==> src/rtl/playseq_exibe_sequencia.sv <==
// PlaySeq preview sequencer: walks addresses 0..limite, lighting each
// stored word for T_ACESO cycles with a T_APAGADO blank gap, then pulses fim.
module playseq_exibe_sequencia #(
  parameter int T_ACESO   = 1000,
  parameter int T_APAGADO = 500,
  parameter int LARGURA_T = 10
) (
  input  logic       clock,
  input  logic       reset,
  input  logic       iniciar,
  input  logic       abortar,
  input  logic [3:0] ultimo_endereco,
  input  logic [3:0] dado_memoria,
  output logic [3:0] endereco,
  output logic [3:0] leds,
  output logic       ocupado,
  output logic       fim,
  output logic [3:0] db_estado
);

  localparam logic [3:0] OCIOSO  = 4'h0;
  localparam logic [3:0] CARREGA = 4'h1;
  localparam logic [3:0] ACESO   = 4'h2;
  localparam logic [3:0] APAGADO = 4'h3;
  localparam logic [3:0] FINAL   = 4'hF;

  localparam logic [LARGURA_T-1:0] FIM_ACESO =
    LARGURA_T'(T_ACESO - 1);
  localparam logic [LARGURA_T-1:0] FIM_APAGADO =
    LARGURA_T'(T_APAGADO - 1);

  logic [3:0]           state_q, state_d;
  logic [3:0]           endereco_q, endereco_d;
  logic [3:0]           leds_q, leds_d;
  logic [3:0]           limite_q, limite_d;
  logic [LARGURA_T-1:0] timer_q, timer_d;

  always_ff @(posedge clock or negedge reset) begin
    if (!reset) begin
      state_q    <= OCIOSO;
      endereco_q <= '0;
      leds_q     <= '0;
      limite_q   <= '0;
      timer_q    <= '0;
    end else begin
      state_q    <= state_d;
      endereco_q <= endereco_d;
      leds_q     <= leds_d;
      limite_q   <= limite_d;
      timer_q    <= timer_d;
    end
  end

  always_comb begin
    state_d    = state_q;
    endereco_d = endereco_q;
    leds_d     = leds_q;
    limite_d   = limite_q;
    timer_d    = timer_q;
    // Cancel wins over every state except idle, where iniciar is masked.
    if (abortar && state_q != OCIOSO) begin
      state_d    = OCIOSO;
      endereco_d = '0;
      leds_d     = '0;
      timer_d    = '0;
    end else begin
      unique case (state_q)
        OCIOSO: begin
          leds_d = '0;
          if (iniciar && !abortar) begin
            limite_d   = ultimo_endereco;
            endereco_d = '0;
            timer_d    = '0;
            state_d    = CARREGA;
          end
        end
        CARREGA: begin
          leds_d  = dado_memoria;
          timer_d = '0;
          state_d = ACESO;
        end
        ACESO: begin
          if (timer_q == FIM_ACESO) begin
            leds_d  = '0;
            timer_d = '0;
            state_d = APAGADO;
          end else begin
            timer_d = timer_q + 1'b1;
          end
        end
        APAGADO: begin
          leds_d = '0;
          if (timer_q == FIM_APAGADO) begin
            timer_d = '0;
            if (endereco_q == limite_q) begin
              state_d = FINAL;
            end else begin
              endereco_d = endereco_q + 4'd1;
              state_d    = CARREGA;
            end
          end else begin
            timer_d = timer_q + 1'b1;
          end
        end
        FINAL: begin
          leds_d     = '0;
          endereco_d = '0;
          state_d    = OCIOSO;
        end
        default: begin
          state_d    = OCIOSO;
          endereco_d = '0;
          leds_d     = '0;
          timer_d    = '0;
        end
      endcase
    end
  end

  always_comb begin
    ocupado = (state_q != OCIOSO);
    fim     = (state_q == FINAL);
    unique case (1'b1)
      state_q == OCIOSO,
      state_q == CARREGA,
      state_q == ACESO,
      state_q == APAGADO,
      state_q == FINAL: db_estado = state_q;
      default:          db_estado = 4'hE;
    endcase
  end

  assign endereco = endereco_q;
  assign leds     = leds_q;

endmodule
==> config.mk <==
export PLATFORM = sky130hd
export DESIGN_NAME = playseq_exibe_sequencia
export DESIGN_NICKNAME = d
export VERILOG_FILES = /design/src/rtl/playseq_exibe_sequencia.sv
export SDC_FILE = /design/constraint.sdc
export NUM_CORES = 1
export LEC_CHECK = 0
export BUFFER_PORTS_ARGS = -buffer_cell sky130_fd_sc_hd__buf_2
export CORE_UTILIZATION = 45
export CTS_BUF_LIST = sky130_fd_sc_hd__clkbuf_8 sky130_fd_sc_hd__clkbuf_16
export CTS_CLUSTER_DIAMETER = 80
export DETAILED_ROUTE_END_ITERATION = 16
export PLACE_DENSITY = 0.74
export SYNTH_ARGS = -nofsm -noshare
export SYNTH_HDL_FRONTEND = slang
export SYNTH_SLANG_ARGS = --single-unit
==> constraint.sdc <==
create_clock -name clock -period 4.9 [get_ports clock]
set_clock_uncertainty 0.15 [all_clocks]
set_input_delay 0.245 -clock clock [delete_from_list [all_inputs] [get_ports clock]]
set_output_delay 0.245 -clock clock [all_outputs]
set_load 0.05 [all_outputs]
# Yosys cells after proc, flatten, opt, wreduce, memory -nomap -nowiden
# Cells that the tools add are included.
# totals
elab_cells,52
out_inout_bits,14
ff_bits,26
inputBits,12
# classes
addsub,2
eq_ne,13
reduce_logical,11
mux,20
bitwise_logic,1
# ops
operator,n
two-way mux 4 bit,12
two-way mux 10 bit,4
case mux 10 bit (4 select lines),1
case mux 4 bit (4 select lines),1
!= test 3 bit (second input constant),4
case mux 4 bit (3 select lines),1
adder 10 x 1 -> 10 bit (second input constant),1
== test 10 bit (second input constant),1
== test 10 x 9 -> 1 bit (second input constant),1
== test 4 x 2 -> 1 bit (second input constant),2
case mux 4 bit (2 select lines),1
AND reduction 3 bit,2
OR reduction 5 bit,1
adder 4 x 1 -> 4 bit (second input constant),1
== test 4 x 1 -> 1 bit (second input constant),1
== test 4 bit,1
== test 4 bit (second input constant),1
zero test 4 bit,1
!= test 2 x 1 -> 1 bit (second input constant),2
AND reduction 4 bit,1
nonzero test 4 bit,1
logical AND 1 bit,2
AND reduction 2 bit,1
OR reduction 2 bit,1
2 further kinds,2

# Depth between registers and ports, before layout
# logic_depth
depth_word,5
ltp_mapped,6
ltp_nobuf,5

# Least setup slack after synthesis
# OpenSTA, ideal clock, no wires.
# synth_timing
path_type,flip-flop to flip-flop
from,register endereco_q[2] (netlist: endereco[2])
to,register endereco_q[0] (netlist: endereco[0])
required_ns,4.625
synth_period_minus_slack_ns,2.001
path_buffers,1
arrival_time_ns,1.726
path_stages_with_launch,6
path_slack_ns,2.899
setup_time_ns,0.125
cell_sequence,dfrtp_1 -> buf_2 -> xor2_1 -> o41ai_1 -> nor2_1 -> mux2_2
# synth_via
elab_chain_cells,3
# synth_rtl
item,line,source
"start, declared",33,"logic [3:0] endereco_q, endereco_d;"
"start signal, assigned",47,endereco_q <= endereco_d;
== test 4 bit,95,if (endereco_q == limite_q) begin
!= test 3 bit (no line),--,
AND reduction 4 bit (no line),--,
# Every way passes these cells.
# A chain may end at the register's enable or synchronous reset.

# Worst setup path after layout
# layout_timing
from,register timer_q[0]
to,register state_q[0]
# layout_via
elab_chain_cells,3
word_cells_on_any_way,5
cone_classes,4 x eq/ne; 1 x reduce/logical
# layout_rtl
item,line,source
"start, declared",36,"logic [LARGURA_T-1:0] timer_q, timer_d;"
"start signal, assigned",50,timer_q <= timer_d;
== test 10 x 9 -> 1 bit or == test 10 bit (tied branches),"93, 83",
!= test 3 bit (no line),--,
AND reduction 3 bit (no line) (*),--,
"end signal, assigned",46,state_q <= state_d;
"end, declared",32,"logic [3:0] state_q, state_d;"
# Mark *: on every way between the ends. The rest lies on a longest branch, timed or not.

==> impl_metrics.yaml <==
run_status:
  outcome: "completed"
synth:
  seq_area_frac_synth: 0.409
  synth_warnings: 0
  async_reset_ff_frac: 1.00
  ys_ff_latch: 25
  synth_top_area_cell: "dfrtp_1"
  ys_types: 46
  synth_area_um2: 1530
  syn_avg_cell_area_um2: 9.80
  synth_top_flop_cell: "dfrtp_1"
  post-synth-top-area-fraction: 0.409
  synth_nets: 170
  syn_inst: 156
  synth_enable_flop_cells: 0
  synth.area.top_cells: "dfrtp_1, mux2_2, nand3_1"
route:
  num_vias: 1323
  routed_via_density: 6.04
  route.detailed.drc: 0
  drtIter0Drc: 117
  ant_nets: 0
  dr.pass1.iters: 4
  routed_wl_um: 3410
  route.detailed.wl_per_inst_um: 15.6
floorplan:
  core_um2: 3130
  die-area_um2: 3630
  die_y_um: 60.3
  io_pins: 26
  rows: 20
  die_x_um: 60.3
  initial_core_util: 0.489
worst_setup_path:
  path_max_fanout: 13
  timing.rr.start: "timer_q[0]$_DFFE_PN0P_"
  timing.reg2reg.setup_slack_ps: 2620
  r2r-end: "state_q[0]$_DFFE_PN0P_"
  arrival_ps: 2300
  worst-path-buf-inv: 0
  end_kind: "flop"
  worst_path_max_delay_cell: "dfrtp_1"
  critPathMaxStageDelay_ps: 420
  critical_path_class: "reg -> reg"
  cp.depth: 5
  crit_chain: "ha_1 -> and4_1 -> o2111ai_2 -> and2_1 -> a2111oi_4"
  worst_r2r_path_depth: 5
  cp.required_ps: 4920
  crit_family: "compound AO/OA/AOI/OAI gates"
  cp-start-kind: "flop"
worst_hold_path:
  hp-class: "in -> reg"
  hold_end: "leds[0]$_DFFE_PN0P_"
  min-delay-start: "dado_memoria[0]"
  hold_depth: 2
cells_and_area:
  fin_nets: 190
  stdcell_count: 219
  diodes: 0
  drive_gt1_frac: 0.234
  fillCellCount: 290
  syn_to_final_growth_pct: 11.3
placement:
  routabilityCongestion: 0.900
  dp_slack_ps: 2660
  place_inst: 214
  dp_hpwl_um: 2460
  port_buffers: 25
grt:
  antenna_found_initial: 0
  grt_pass1_vias: 1183
  grt_max_degree: 26
  grt_pass1_wl_um: 5560
  grt_usage: 0.206
  grt-ovfl-total: 0
sta:
  finalMaxSlewViolations: 0
  period_share: 0.466
  finalCriticalPeriod_ps: 2280
  setup_ws_ps: 2620
  timing.slew.headroom: 0.633
  whs_ps: 37.3
  hold_viol: 0
  rsz0062_at_grt: "no"
  setup_viol: 0
  tns_ps: 0
  clock.fmax_mhz: 438
  tightest_slew_ps: 551
clocking:
  cts_tree: "yes"
  clock-sinks: 25
  htree_levels: 1
  cts_buffers: 3
  clk_latency_ps: 270
  clk_transition_reported_paths_ps: 90
  root_buffer: "clkbuf_8"
  clockBufferDepth: 2
power:
  p_leak_nw: 0.763
  power_uw: 450
  vdd.ir_drop.worst_uv: 115
  p_per_area_nw_per_um2: 264
run:
  drv_cap: 0
[cells in the final DEF, fill, tap and decap left out, types with 2 or more instances in the layout]
cell and count:
clkbuf_8 3, nand2_1 11, nor4_1 4, mux2_2 5, a41oi_1 2, o21ai_0 4, a211o_1 3, xor2_1 4
nand4_1 4, and4_1 2, and4bb_1 2, or2_2 2, a22o_1 2, nor3_1 4, and2_1 2, nand3_1 11
a32o_1 4, buf_2 25, a21oi_1 3, nand3b_1 2, or3_1 3, dfrtp_1 25, a31oi_1 7, nor2_1 8
xnor2_1 4, o41ai_1 2, inv_1 7, ha_1 2
[metrics by stage]
step	instance area [um^2]	utilization
floorplan	1530	-
global placement	1650	0.526
detailed placement	1650	0.526
CTS	1700	0.544
global route	1700	0.544
finish	1700	0.544
[worst max path at each step]
stage                                       start                 endpoint  slack, ps
after CTS                  timer_q[0]$_DFFE_PN0P_   state_q[0]$_DFFE_PN0P_       2640
after global routing       timer_q[0]$_DFFE_PN0P_   state_q[0]$_DFFE_PN0P_       2470
after floorplan           endereco[2]$_DFFE_PN0P_  endereco[0]$_DFFE_PN0P_       2900
after detailed placement   timer_q[0]$_DFFE_PN0P_   state_q[0]$_DFFE_PN0P_       2660
final                      timer_q[0]$_DFFE_PN0P_   state_q[0]$_DFFE_PN0P_       2620
after global placement     timer_q[0]$_DFFE_PN0P_   state_q[0]$_DFFE_PN0P_       2770
[area by class of cell]
class                      instances  area [um^2]  area share
multi-input combinational        113          811       0.476
sequential                        25          626       0.368
timing repair buffer              27          143      0.0838
tap                               44         55.1      0.0324
clock buffer                       3         41.3      0.0243
inverter                           6         22.5      0.0132
clock inverter                     1         3.75     0.00221
[cell usage after synthesis (3+ instances only)]
library cell  number
a32o_1             4
nand3_1           11
nor2_1             8
clkbuf_1           4
buf_2              5
nor3_1             4
or3_1              3
nand2_1           11
nand4_1            4
a31oi_1            7
mux2_2             5
xnor2_1            4
nor4_1             4
xor2_1             4
dfrtp_1           25
inv_1              6
a211o_1            3
o21ai_0            4
a21oi_1            3
[timing repair]
action / CTS / global route
buffers inserted: 0 / 0
hold buffers: 1 / 0
hold endpoints to repair: 25 / 0
resized for setup: 0 / 0
[cells by family (layout without fill, tap and decap cells)]
group                      Yosys count  in the layout  share of synthesized area
and+or+nand+nor                     62             62                      0.235
muxes                                5              5                     0.0368
adders and majority gates            2              2                     0.0164
buffers and inverters               18             37                     0.0606
DFF                                 25             25                      0.409
AOI/OAI and AO/OA                   36             36                      0.196
xor gates and xnor gates             8              8                     0.0458
[flip-flops by register name, indices dropped and copies added, names as in the netlist]
signal	count
leds	4
timer_q	10
limite_q	4
endereco	4
state_q	3
[per-layer routing]
metal / wire length, um / track usage / vias to the layer above
met4: 43 / 0.0598 / 0
met1: 1550 / 0.288 / 621
met3: 218 / 0.0238 / 6
met2: 1600 / 0.333 / 66
li1: - / - / 630
met5: 0 / 0 / -
[worst reg2reg max path, stage by stage, from the launching register on]
cell and delay [ps]:
dfrtp_1 420, ha_1 310, and4_1 250, o2111ai_2 300
and2_1 390, a2111oi_4 380
[power breakdown]
| group | internal (mW) | switching [mW] | total (mW) |
|---|---|---|---|
| clock network | 0.0561 | 0.0660 | 0.122 |
| logic | 0.0359 | 0.0557 | 0.0916 |
| registers | 0.219 | 0.0171 | 0.236 |
| total | 0.311 | 0.139 | 0.450 |
Power figures use the tool's default switching activity.
